## config.mk

```make
export PLATFORM = sky130hd
export DESIGN_NAME = pixel_fetch
export DESIGN_NICKNAME = d
export VERILOG_FILES = /design/src/rtl/vga_pkg.sv /design/src/rtl/pixel_fifo.sv /design/src/rtl/pixel_fetch.sv
export SDC_FILE = /design/constraint.sdc
export NUM_CORES = 1
export LEC_CHECK = 0
export ABC_AREA = 1
export CAP_MARGIN = 20
export CELL_PAD_IN_SITES_DETAIL_PLACEMENT = 2
export CELL_PAD_IN_SITES_GLOBAL_PLACEMENT = 2
export CORE_MARGIN = 4
export CORE_UTILIZATION = 36
export CTS_CLUSTER_SIZE = 30
export DETAILED_ROUTE_END_ITERATION = 8
export GPL_TIMING_DRIVEN = 0
export PLACE_DENSITY_LB_ADDON = 0.1
export SLEW_MARGIN = 25
export SYNTH_ARGS = -nofsm -noshare
export SYNTH_HDL_FRONTEND = slang
export SYNTH_HIERARCHICAL = 1
export SYNTH_SLANG_ARGS = --single-unit
```

## constraint.sdc

```tcl
create_clock -name clk -period 7.2 [get_ports clk]
set_input_delay 1.44 -clock clk [delete_from_list [all_inputs] [get_ports clk]]
set_output_delay 1.44 -clock clk [all_outputs]
set_load 0.005 [all_outputs]
```

## src/rtl/vga_pkg.sv

```systemverilog
// Shared types and default video geometry for the pixel fetch path.
package vga_pkg;

  localparam int H_RES_DEF = 640;
  localparam int V_RES_DEF = 480;
  localparam int PIX_W_DEF = 6;

  typedef logic [PIX_W_DEF-1:0] pixel_t;

  typedef enum logic [1:0] {IDLE, FETCH, DRAIN} fetch_state_t;

endpackage

```

## src/rtl/pixel_fifo.sv

```systemverilog
// Synchronous first-word-through FIFO; dout always shows the head entry.
module pixel_fifo #(
  parameter int DEPTH = 8,
  parameter int WIDTH = 6
) (
  input  logic                   clk,
  input  logic                   reset_n,
  input  logic                   push,
  input  logic                   pop,
  input  logic [WIDTH-1:0]       din,
  output logic [WIDTH-1:0]       dout,
  output logic [$clog2(DEPTH):0] count,
  output logic                   empty,
  output logic                   full
);

  localparam int AW = $clog2(DEPTH);

  logic [WIDTH-1:0] mem_q [DEPTH];
  logic [AW-1:0]    wr_q, rd_q;
  logic [AW:0]      cnt_q;
  logic             do_push, do_pop;

  assign empty   = (cnt_q == '0);
  assign full    = (cnt_q == (AW+1)'(DEPTH));
  assign count   = cnt_q;
  assign dout    = mem_q[rd_q];
  assign do_push = push && !full;
  assign do_pop  = pop && !empty;

  always_ff @(posedge clk) begin
    if (do_push) mem_q[wr_q] <= din;
  end

  // Pointers wrap naturally because DEPTH is a power of two.
  always_ff @(posedge clk or negedge reset_n) begin
    if (!reset_n) begin
      wr_q  <= '0;
      rd_q  <= '0;
      cnt_q <= '0;
    end else begin
      if (do_push) wr_q <= wr_q + AW'(1);
      if (do_pop)  rd_q <= rd_q + AW'(1);
      unique case ({do_push, do_pop})
        2'b10:   cnt_q <= cnt_q + (AW+1)'(1);
        2'b01:   cnt_q <= cnt_q - (AW+1)'(1);
        default: cnt_q <= cnt_q;
      endcase
    end
  end

endmodule

```

## src/rtl/pixel_fetch.sv

```systemverilog
// Line prefetcher: pulls one row per active line into a FIFO under a credit limit
// and emits RGB plus syncs registered one pixel tick after the timing inputs.
module pixel_fetch
  import vga_pkg::*;
#(
  parameter int H_RES      = H_RES_DEF,
  parameter int V_RES      = V_RES_DEF,
  parameter int CNT_W      = 11,
  parameter int PIX_W      = PIX_W_DEF,
  parameter int FIFO_DEPTH = 8,
  parameter int X_START    = -32,
  parameter int ADDR_W     = 19
) (
  input  logic              clk,
  input  logic              reset_n,
  input  logic              enable,
  input  logic [CNT_W-1:0]  x_i,
  input  logic [CNT_W-1:0]  y_i,
  input  logic              hsync_i,
  input  logic              vsync_i,
  output logic              mem_req,
  output logic [ADDR_W-1:0] mem_addr,
  input  logic              mem_ack,
  input  logic              mem_rvalid,
  input  logic [PIX_W-1:0]  mem_rdata,
  output logic [PIX_W-1:0]  rgb_o,
  output logic              hsync_o,
  output logic              vsync_o,
  output logic              underflow_o
);

  localparam int CW   = $clog2(FIFO_DEPTH) + 1;
  localparam int SW   = CW + 1;
  localparam int WC_W = (H_RES > 1) ? $clog2(H_RES) : 1;

  localparam logic signed [CNT_W-1:0] ZERO = '0;
  localparam logic signed [CNT_W-1:0] XS   = CNT_W'(X_START);
  localparam logic signed [CNT_W-1:0] HR   = CNT_W'(H_RES);
  localparam logic signed [CNT_W-1:0] VR   = CNT_W'(V_RES);
  localparam logic [WC_W-1:0]         LAST = WC_W'(H_RES - 1);

  fetch_state_t      state_q, state_d;
  logic [ADDR_W-1:0] line_base_q, line_base_d;
  logic [WC_W-1:0]   word_cnt_q, word_cnt_d;
  logic [CW-1:0]     out_q;
  logic [PIX_W-1:0]  rgb_q;
  logic              hsync_q, vsync_q, underflow_q;

  logic signed [CNT_W-1:0] x_s, y_s;
  logic              active, y_valid, line_start, credit_ok, hs;
  logic              fifo_push, fifo_pop, fifo_empty, fifo_full;
  logic [PIX_W-1:0]  fifo_dout;
  logic [CW-1:0]     fifo_count;
  logic [SW-1:0]     in_flight;

  assign x_s        = x_i;
  assign y_s        = y_i;
  assign y_valid    = (y_s >= ZERO) && (y_s < VR);
  assign active     = (x_s >= ZERO) && (x_s < HR) && y_valid;
  assign line_start = enable && (x_s == XS) && y_valid;

  // Requests in flight plus buffered words never exceed the FIFO size.
  assign in_flight  = SW'(fifo_count) + SW'(out_q);
  assign credit_ok  = (in_flight < SW'(FIFO_DEPTH));
  assign hs         = mem_req && mem_ack;
  assign mem_addr   = line_base_q + ADDR_W'(word_cnt_q);

  assign fifo_push  = mem_rvalid && !fifo_full;
  assign fifo_pop   = enable && active && !fifo_empty;

  pixel_fifo #(.DEPTH(FIFO_DEPTH), .WIDTH(PIX_W)) u_fifo (
    .clk     (clk),
    .reset_n (reset_n),
    .push    (fifo_push),
    .pop     (fifo_pop),
    .din     (mem_rdata),
    .dout    (fifo_dout),
    .count   (fifo_count),
    .empty   (fifo_empty),
    .full    (fifo_full)
  );

  always_comb begin
    state_d     = state_q;
    line_base_d = line_base_q;
    word_cnt_d  = word_cnt_q;
    mem_req     = 1'b0;
    unique case (state_q)
      IDLE: begin
        if (line_start) begin
          state_d     = FETCH;
          word_cnt_d  = '0;
          // Rows are walked incrementally so no y*H_RES multiply is needed.
          line_base_d = (y_s == ZERO) ? '0 : line_base_q + ADDR_W'(H_RES);
        end
      end
      FETCH: begin
        mem_req = credit_ok;
        if (credit_ok && mem_ack) begin
          word_cnt_d = word_cnt_q + WC_W'(1);
          if (word_cnt_q == LAST) state_d = DRAIN;
        end
      end
      DRAIN: begin
        if (out_q == '0) state_d = IDLE;
      end
      default: state_d = IDLE;
    endcase
  end

  always_ff @(posedge clk or negedge reset_n) begin
    if (!reset_n) begin
      state_q     <= IDLE;
      line_base_q <= '0;
      word_cnt_q  <= '0;
      out_q       <= '0;
      rgb_q       <= '0;
      hsync_q     <= 1'b0;
      vsync_q     <= 1'b0;
      underflow_q <= 1'b0;
    end else begin
      state_q     <= state_d;
      line_base_q <= line_base_d;
      word_cnt_q  <= word_cnt_d;
      unique case ({hs, mem_rvalid})
        2'b10:   out_q <= out_q + CW'(1);
        2'b01:   out_q <= out_q - CW'(1);
        default: out_q <= out_q;
      endcase
      if (enable) begin
        hsync_q <= hsync_i;
        vsync_q <= vsync_i;
        rgb_q   <= fifo_pop ? fifo_dout : '0;
        // A starved line keeps running; late words shift the rest of it.
        if (active && fifo_empty) underflow_q <= 1'b1;
      end
    end
  end

  assign rgb_o       = rgb_q;
  assign hsync_o     = hsync_q;
  assign vsync_o     = vsync_q;
  assign underflow_o = underflow_q;

endmodule

```

### Yosys cells after proc, flatten, opt, wreduce, memory -nomap -nowiden

Memories as Yosys holds them, arrays and structs flattened.
Cells that the tools add are included.

| operators by class | value |
|---|---|
| add/sub/neg operators | 10 |
| magnitude comparators | 5 |
| equality and inequality tests | 13 |
| muxes and demuxes | 15 |
| reductions and logical operators | 26 |

Operators by type and width:

| cell | number |
|---|---|
| 11-bit by 1-bit greater-or-equal comparator with 1-bit output (second input constant) | 2 |
| 10-bit two-way mux | 2 |
| 10-bit case mux with 2 select lines | 1 |
| 19-bit by 10-bit adder with 19-bit output | 1 |
| 19-bit by 10-bit adder with 19-bit output (second input constant) | 1 |
| 19-bit two-way mux | 1 |
| 4-bit case mux with 2 select lines | 2 |
| 1-bit logical AND | 13 |
| 11-bit by 6-bit equality test with 1-bit output (second input constant) | 1 |
| 11-bit logical NOT | 1 |
| 11-bit by 10-bit less-than comparator with 1-bit output (second input constant) | 1 |
| 11-bit less-than comparator (second input constant) | 1 |
| 10-bit by 1-bit adder with 10-bit output (second input constant) | 1 |
| 10-bit equality test (second input constant) | 1 |
| 4-bit by 1-bit adder with 4-bit output (second input constant) | 2 |
| 4-bit logical NOT | 2 |
| 2-bit two-way mux | 4 |
| 2-bit inequality test (second input constant) | 4 |
| 4-bit by 1-bit subtractor with 4-bit output (second input constant) | 2 |
| 3-bit by 1-bit adder with 3-bit output (second input constant) | 2 |
| 2-bit by 1-bit equality test with 1-bit output (second input constant) | 3 |
| 2-bit equality test (second input constant) | 3 |
| 6-bit two-way mux | 1 |
| 2-bit case mux with 3 select lines | 1 |
| 10 further kinds | 16 |

| storage, ports and cells | value |
|---|---|
| register bits | 54 |
| bits in writable memories | 48 |
| output and inout bits | 29 |
| logic and storage cells | 81 |
| memories | 1 |

Memory list:

| memory | words | bits a word | read ports | clocked after memory_dff | write ports | line | source |
|---|---|---|---|---|---|---|---|
| u_fifo.mem_q | 8 | 6 | 1 | 0 | 1 | pixel_fifo.sv:19 | `logic [WIDTH-1:0] mem_q [DEPTH];` |

### Logic depth before layout (Yosys ltp)

Gate-level depths: netlist (run 1).

| logic depth | value |
|---|---|
| depth in word-level cells | 8 |
| depth in mapped cells | 17 |

### Modules after synthesis

Netlist (run 1), hierarchy kept.

By module, submodules not included:

| module | times used | cells an instance | area each (um^2) | sequential area each (um^2) |
|---|---|---|---|---|
| pixel_fetch | 1 | 415 | 2772.7 | 925.9 |
| pixel_fifo | 1 | 288 | 2707.6 | 1691.6 |

### Worst setup path before layout (run 1)

OpenSTA, ideal clock, no wires.

| timing path | value |
|---|---|
| path type | input-to-reg |
| start | input x_i[7] |
| end | register u_fifo.cnt_q[3], in the netlist u_fifo/count[3] |
| data arrival time | 3.226 ns |
| data required time | 7.083 ns |
| path slack | 3.857 ns |
| cell stages on the path | 15 |
| path buffers | 0 |
| cell sequence | or2_2 -> nand2_1 -> nand3_1 -> nor2_1 -> nand2_1 -> inv_2 -> nand2_1 -> inv_1 -> ha_1 -> ha_1 -> or2_2 -> nand2_1 -> nand2_1 -> nand3_1 -> nand2_1 |

| between the ends | value |
|---|---|
| word-level cells in the longest chain between the ends | 8 |

RTL lines:

| element | line | source |
|---|---|---|
| from (decl) | pixel_fetch.sv:17 | `input logic [CNT_W-1:0] x_i,` |
| 11-bit by 1-bit greater-or-equal comparator with 1-bit output or 11-bit less-than comparator (tied branches) | pixel_fetch.sv:59 | `assign active = (x_s >= ZERO) && (x_s < HR) && y_valid;` |
| 1-bit logical AND (*) (2 in series) | pixel_fetch.sv:59 |  |
| 1-bit logical AND (*) (2 in series) | pixel_fetch.sv:69 | `assign fifo_pop = enable && active && !fifo_empty;` |
| named net fifo_pop | pixel_fetch.sv:51 | `logic fifo_push, fifo_pop, fifo_empty, fifo_full;` |
| 1-bit logical AND (*) | pixel_fifo.sv:29 | `assign do_pop = pop && !empty;` |
| named net u_fifo.do_pop | pixel_fifo.sv:22 | `logic do_push, do_pop;` |
| 2-bit by 1-bit equality test with 1-bit output or 2-bit equality test (tied branches) | pixel_fifo.sv:44 | `unique case ({do_push, do_pop})` |
| 4-bit case mux with 2 select lines or 2-bit nonzero test (tied branches) | -- |  |
| to (signal assigned) | pixel_fifo.sv:45 | `2'b10: cnt_q <= cnt_q + (AW+1)'(1);` |
| to (signal assigned) | pixel_fifo.sv:46 | `2'b01: cnt_q <= cnt_q - (AW+1)'(1);` |
| to (signal assigned) | pixel_fifo.sv:47 | `default: cnt_q <= cnt_q;` |
| to (decl) | pixel_fifo.sv:21 | `logic [AW:0] cnt_q;` |

The timed path passes the listed nets; every way through them passes the cells marked *.
A chain may end at the register's enable or synchronous reset.

### Final worst setup path (run 1)

| timing path | value |
|---|---|
| start | register line_base_q[9] |
| end | output mem_addr[17] |

| between the ends | value |
|---|---|
| word-level cells in the longest chain between the ends | 1 |

RTL lines:

| element | line | source |
|---|---|---|
| from (decl) | pixel_fetch.sv:43 | `logic [ADDR_W-1:0] line_base_q, line_base_d;` |
| from (signal assigned) | pixel_fetch.sv:123 | `line_base_q <= line_base_d;` |
| 19-bit by 10-bit adder with 19-bit output | pixel_fetch.sv:66 | `assign mem_addr = line_base_q + ADDR_W'(word_cnt_q);` |
| to (decl) | pixel_fetch.sv:22 | `output logic [ADDR_W-1:0] mem_addr,` |

Every way passes these cells.

==> results of run 1 <==
[path summary, 6_finish.rpt]
check,startpoint,to,slack [ps],cells after the start
min reg2reg,vsync_o,vsync_o,470,2
min in group asynchronous,reset_n,vsync_o,1060,2
max in group asynchronous,reset_n,u_fifo/wr_q[0],5880,2
max reg2reg,u_fifo/count[3],out_q[3],4190,13
max,line_base_q[9],mem_addr[17],3180,8
min,vsync_o,vsync_o,470,2
[layout by cell type (no fill, tap or decap), types with 12 or more instances in the layout]
cell type	count
dfrtp_1	47
clkdlybuf4s50_1	62
xor2_1	14
nand2_1	254
edfxtp_1	48
inv_1	77
nor2_1	101
ha_1	17
xnor2_1	12
nand3_1	39
[per-stage QoR]
step           power [mW]  worst slack (ps)  std cells
5_1_grt              2.02              2970        967
3_3_place_gp         1.28              3060        950
2_1_floorplan        1.12              3860        703
4_1_cts              1.90              3150        967
3_5_place_dp         1.37              2900        951
6_report             1.89              3180        967
[cell type report]
cell class                 instances  area, sq um
fill                            1674         7970
clock buffer                      12          278
buffer                            20          124
multi-input combinational        508         2470
inverter                          80          300
tap                              184          230
clock inverter                     4         48.8
timing repair buffer              64          656
sequential                        95         2620
[layer usage]
layer | global-route usage | vias to the layer above | share of wire
li1 | - | 2337 | -
met1 | 0.257 | 2419 | 0.43
met2 | 0.393 | 82 | 0.52
met3 | 0.0432 | 21 | 0.034
met4 | 0.0548 | 0 | 0.017
met5 | 0 | - | 0
[registers in the layout, summed over array words and instances (netlist names)]
register / flops
line_base_q: 12
state_q: 2
rgb_o: 6
u_fifo/count: 4
underflow_o: 1
out_q: 4
u_fifo/mem_q: 48
hsync_o: 1
word_cnt_q: 10
u_fifo/rd_q: 3
vsync_o: 1
u_fifo/wr_q: 3
[cell families after synthesis]
family,count (synthesis)
other,1
AND/OR/NAND/NOR,435
flip-flops,95
XOR/XNOR,26
AO/OA/AOI/OAI,27
adder cells (fa/ha/maj),19
buffers and inverters,100
[worst reg2reg max path, cell delays in order, from the launching register on]
cell and delay (ps):
dfrtp_1 450, ha_1 310, nor3_1 300, and2_1 210
inv_1 50, nor2_1 170, nand2_1 90, ha_1 260
ha_1 340, a21oi_1 160, nand2_1 90, a21oi_1 140
o21ai_0 150, xor2_1 180
[power by group through the flow]
stage	registers [mW]	clock network, mW	logic, mW
after floorplan	0.718	0	0.398
after global placement	0.735	0	0.549
after detailed placement	0.744	0	0.621
after CTS	0.735	0.537	0.631
after global routing	0.746	0.562	0.716
final	0.735	0.526	0.628
==> impl_metrics.yaml, run 1 <==
clock_tree:
  cts_resized: 0
  clockRootBuffer: "clkbuf_16"
  numCtsBuffers: 9
  clkTransAtPathRegs_ps: 70
  htreeDepth: 3
  ctsHoldBuffers: 0
  cts_tree: "built"
  clock_sinks: 95
  post_cts_buffers: 0
  cts_buffer_depth: 2
  clk_latency_ps: 350
pwr:
  p_switching_mw: 0.704
  p_seq_frac: 0.389
  p_int_mw: 1.19
  vdd_drop_max_mv: 0.149
  swShare: 0.372
  p_leak_nw: 3.14
  power_density_mw_per_mm2: 281
  share_comb_of_total_power: 0.332
  p_clk_frac: 0.278
synthesis:
  synth_xor_area_frac: 0.0416
  yosysWarnings: 6
  async_reset_ff_frac: 0.495
  synth_area_sq_mm: 0.00548
  synth_compound_area_frac: 0.0279
  synthAdderAreaFrac: 0.0461
  synth_top_family_by_area: "simple AND/OR/NAND/NOR gates"
  synth-main-ff-cell: "edfxtp_1"
  yosysSeqAreaShare: 0.478
  yosysTopAreaCellShare: 0.263
  synth.avg_cell_area_sq_um: 7.80
  synth-simple-area-share: 0.329
  synthTopCellsByArea: "edfxtp_1 (26%), dfrtp_1 (21%), nand2_1 (17%), nor2_1 (6.9%), inv_1 (5.3%)"
  yosysUniqueCellTypes: 37
  yosys-top-cells-count: "nand2_1 (254), nor2_1 (101), inv_1 (77)"
  yosys.area.top_type: "edfxtp_1"
  ys_ff_latch: 95
  syn_nets: 757
  synth.most_common_cell: "nand2_1"
  synthMuxAreaShare: 0
  synth_edf_count: 48
  netlist_instances: 703
routing:
  drc: 0
  first_pass_iters: 4
  avgRoutedWirePerCell_microns: 18.5
  vias: 4859
  vias_per_cell: 5.02
  drt_wl_total_microns: 17900
  drt-initial-drc-count: 217
  drtAntennaViolNets: 0
worst_setup_path:
  cp.arrival_ps: 2580
  crit_buf_inv: 1
  slowest_stage: "clkdlybuf4s50_1"
  crit_fanout: 7
  cpMostUsedCell: "nand2_1"
  endpoint_kind: "output port"
  crit_chain: "ha_1, nand2_1, o21ai_2, nand2_1, nor2_1, nand2_1, xor2_1, clkdlybuf4s50_1"
  required_ps: 5760
  startpoint_type: "register"
  critPathKind: "reg2out"
  critical_path.top_delay_family: "simple AND/OR/NAND/NOR gates"
  max_stage_delay_ps: 510
die:
  core_sq_mm: 0.0147
  initial_utilization: 0.373
  die_y_microns: 131
  die_area_sq_mm: 0.0173
  fp.dieW_microns: 131
  ios: 64
  rows: 44
sta:
  setup_tns_ps: 0
  drv_slew: 0
  worst_slew_pin_slew_ps: 955
  post-route-period-util: 0.559
  fmax_mhz: 249
  timing.slew.headroom: 0.359
  hold_viol_final: 0
  finalSetupViolations: 0
  fin_crit_ps: 4020
  grt_setup_unrepaired: "false"
  whs_ps: 474
  fin_skew_ps: 7.15
global_route:
  grt_pass1_wl_microns: 29600
  antenna_found_initial: 0
  grt_use_total: 0.214
  grt-ovfl-total: 0
  grt_pass1_vias: 5593
  grt_max_degree: 48
finish:
  n_antenna_cell: 0
  post-route-util: 0.458
  drive_gt1_frac: 0.0830
  final_net_count: 832
  design_area_sq_mm: 0.00673
  area_delta_synth_final_pct: 22.8
run_status:
  status: "finished, final reports clean"
place:
  dp_hpwl_microns: 13400
  port_buffers: 63
  gp_congestion: 0.803
  place_area_sq_mm: 0.00637
worst_hold_path:
  hp-class: "reg2reg"
flow_run:
  cap_viol_max_count: 0
No activity file was read; power rests on OpenSTA's default activity.
==> inputs of run 2 (changes only) <==
- CORE_UTILIZATION: 36 -> 33
- clock period: 7.2 -> 4.2 ns (I/O delays scaled with it)
==> impl_metrics.yaml, run 2 (synthesis results as in run 1) <==
finish:
  largest_reg_flops: 48
  n_antenna_cell: 0
  drive_gt1_frac: 0.0792
  final_common_cell: "nand2_1"
  reg_top3: "u_fifo/mem_q: 48 flops, line_base_q: 12 flops, word_cnt_q: 10 flops"
  multi_input_area_sq_mm: 0.00247
  final_net_count: 832
  layout_common_cells: "nand2_1 (254), nor2_1 (101), inv_1 (77), clkdlybuf4s50_1 (62), edfxtp_1 (48)"
  area_delta_synth_final_pct: 23.2
  seq_area_sq_mm: 0.00262
  top_register: "u_fifo/mem_q"
  nFillCells: 1868
sta:
  finalSetupViolations: 0
  grt_setup_unrepaired: "false"
  setup_tns_ps: 0
  fmax_mhz: 288
  fin_crit_ps: 3470
  fin_skew_ps: 8.55
  worst_slew_pin_slew_ps: 1020
  post-route-period-util: 0.826
  drv_slew: 0
  hold_viol_final: 0
  timing.slew.headroom: 0.316
worst_setup_path:
  endpoint_kind: "output port"
  cp.arrival_ps: 2630
  max_stage_delay_ps: 510
  r2r_slack_ps: 1280
  cpMostUsedCell: "nand2_1"
  crit_chain: "ha_1, nand2_1, o21ai_2, nand2_1, nor2_1, nand2_1, xor2_1, clkdlybuf4s50_1"
  crit_fanout: 7
  ff2ff_path_depth: 13
  critPathKind: "reg2out"
  required_ps: 3360
  regToRegStartpoint: "u_fifo/count[3]"
  rr_endpoint: "out_q[3]"
  slowest_stage: "clkdlybuf4s50_1"
  startpoint_type: "register"
routing:
  drt-initial-drc-count: 164
  drtAntennaViolNets: 0
  vias_per_cell: 4.87
  drc: 0
  vias: 4863
  first_pass_iters: 4
  avgRoutedWirePerCell_microns: 16.9
  drt_wl_total_microns: 16900
pwr:
  share_comb_of_total_power: 0.327
  p_seq_frac: 0.392
  p_switching_mw: 1.17
  p_clk_frac: 0.281
  p_int_mw: 2.02
  swShare: 0.367
  p_leak_nw: 3.12
  vdd_drop_max_mv: 0.274
  power_density_mw_per_mm2: 473
  finalPower_mw: 3.20
clock_tree:
  cts_resized: 0
  post_cts_buffers: 0
  ctsHoldBuffers: 0
  numCtsBuffers: 9
  clock_sinks: 95
  clkTransAtPathRegs_ps: 70
  cts_tree: "built"
  clk_latency_ps: 360
  cts_buffer_depth: 2
  clockRootBuffer: "clkbuf_16"
  htreeDepth: 3
die:
  core_sq_mm: 0.0161
  initial_utilization: 0.341
  fp.dieW_microns: 137
  rows: 46
  die_area_sq_mm: 0.0187
  die_y_microns: 137
  ios: 64
run_status:
  status: "finished, final reports clean"
global_route:
  grt_use_total: 0.193
  grt_pass1_vias: 5443
  use_met3: 0.0335
  grt-ovfl-total: 0
  grt_pass1_wl_microns: 28000
  use_met1: 0.234
  grt_max_degree: 46
  antenna_found_initial: 0
  use_met2: 0.354
  grt.busiest_layer: "met2"
place:
  gp_congestion: 0.788
  dp_hpwl_microns: 12900
  port_buffers: 63
worst_hold_path:
  hp-class: "in2async"
flow_run:
  cap_viol_max_count: 0
[run 2: changes by cell type in the layout (fill, tap and decap cells not counted), sizes merged]
| cell | previous run | this run |
|---|---|---|
| inv | 81 | 80 |
| clkinv | 2 | 3 |
| clkbuf | 16 | 15 |
| bufinv | 1 | 2 |
[run 2: worst max path at each step]
stage | from | endpoint | slack (ps) | cells past startpoint
finish | line_base_q[9] | mem_addr[17] | 730 | 8
global route | line_base_q[9] | mem_addr[17] | 490 | 8
CTS | line_base_q[9] | mem_addr[17] | 690 | 8
detailed placement | y_i[9] | u_fifo/count[3] | 540 | 17
global placement | reset_n | u_fifo/wr_q[0] | 650 | 1
floorplan | x_i[7] | u_fifo/count[3] | 1460 | 15
[run 2: worst max-delay path, delay by kind of cell (launching register included)]
kind	cells	cell delay [ps]
AND/OR/NAND/NOR	4	510
buffers and inverters	1	510
flip-flops	1	480
adder cells (fa/ha/maj)	1	380
AO/OA/AOI/OAI	1	260
XOR/XNOR	1	130
[run 2: power by group through the flow]
stage	registers (mW)	clock network, mW	logic, mW
2_1_floorplan	1.23	0	0.683
3_3_place_gp	1.26	0	0.961
3_5_place_dp	1.27	0	1.05
4_1_cts	1.26	0.923	1.07
5_1_grt	1.27	0.961	1.20
6_report	1.25	0.898	1.05
[run 2: per-stage QoR]
stage | hold WS, ps | cell area, sq um | setup slack (ps) | utilization | instances
2_1_floorplan | 451 | 5480 | 1460 | - | 703
3_3_place_gp | 440 | 6380 | 655 | 0.397 | 982
3_5_place_dp | 450 | 6410 | 541 | 0.399 | 983
4_1_cts | 261 | 6730 | 687 | 0.419 | 999
5_1_grt | 259 | 6750 | 485 | 0.420 | 999
6_report | 274 | 6750 | 731 | 0.420 | 999
[run 2: per-layer routing]
layer | wire (microns) | share of wire | vias to the layer above
li1 | - | - | 2342
met1 | 7440 | 0.44 | 2429
met2 | 8670 | 0.51 | 82
met3 | 615 | 0.036 | 10
met4 | 176 | 0.010 | 0
met5 | 0 | 0 | -
[run 2: cell type report]
| class | instances | share of cell area |
|---|---|---|
| Tap cell | 216 | 0.0400 |
| Clock inverter | 5 | 0.0122 |
| Buffer | 20 | 0.0183 |
| Inverter | 80 | 0.0445 |
| Timing Repair Buffer | 64 | 0.0971 |
| Multi-Input combinational cell | 508 | 0.366 |
| Clock buffer | 11 | 0.0345 |
| Sequential cell | 95 | 0.388 |
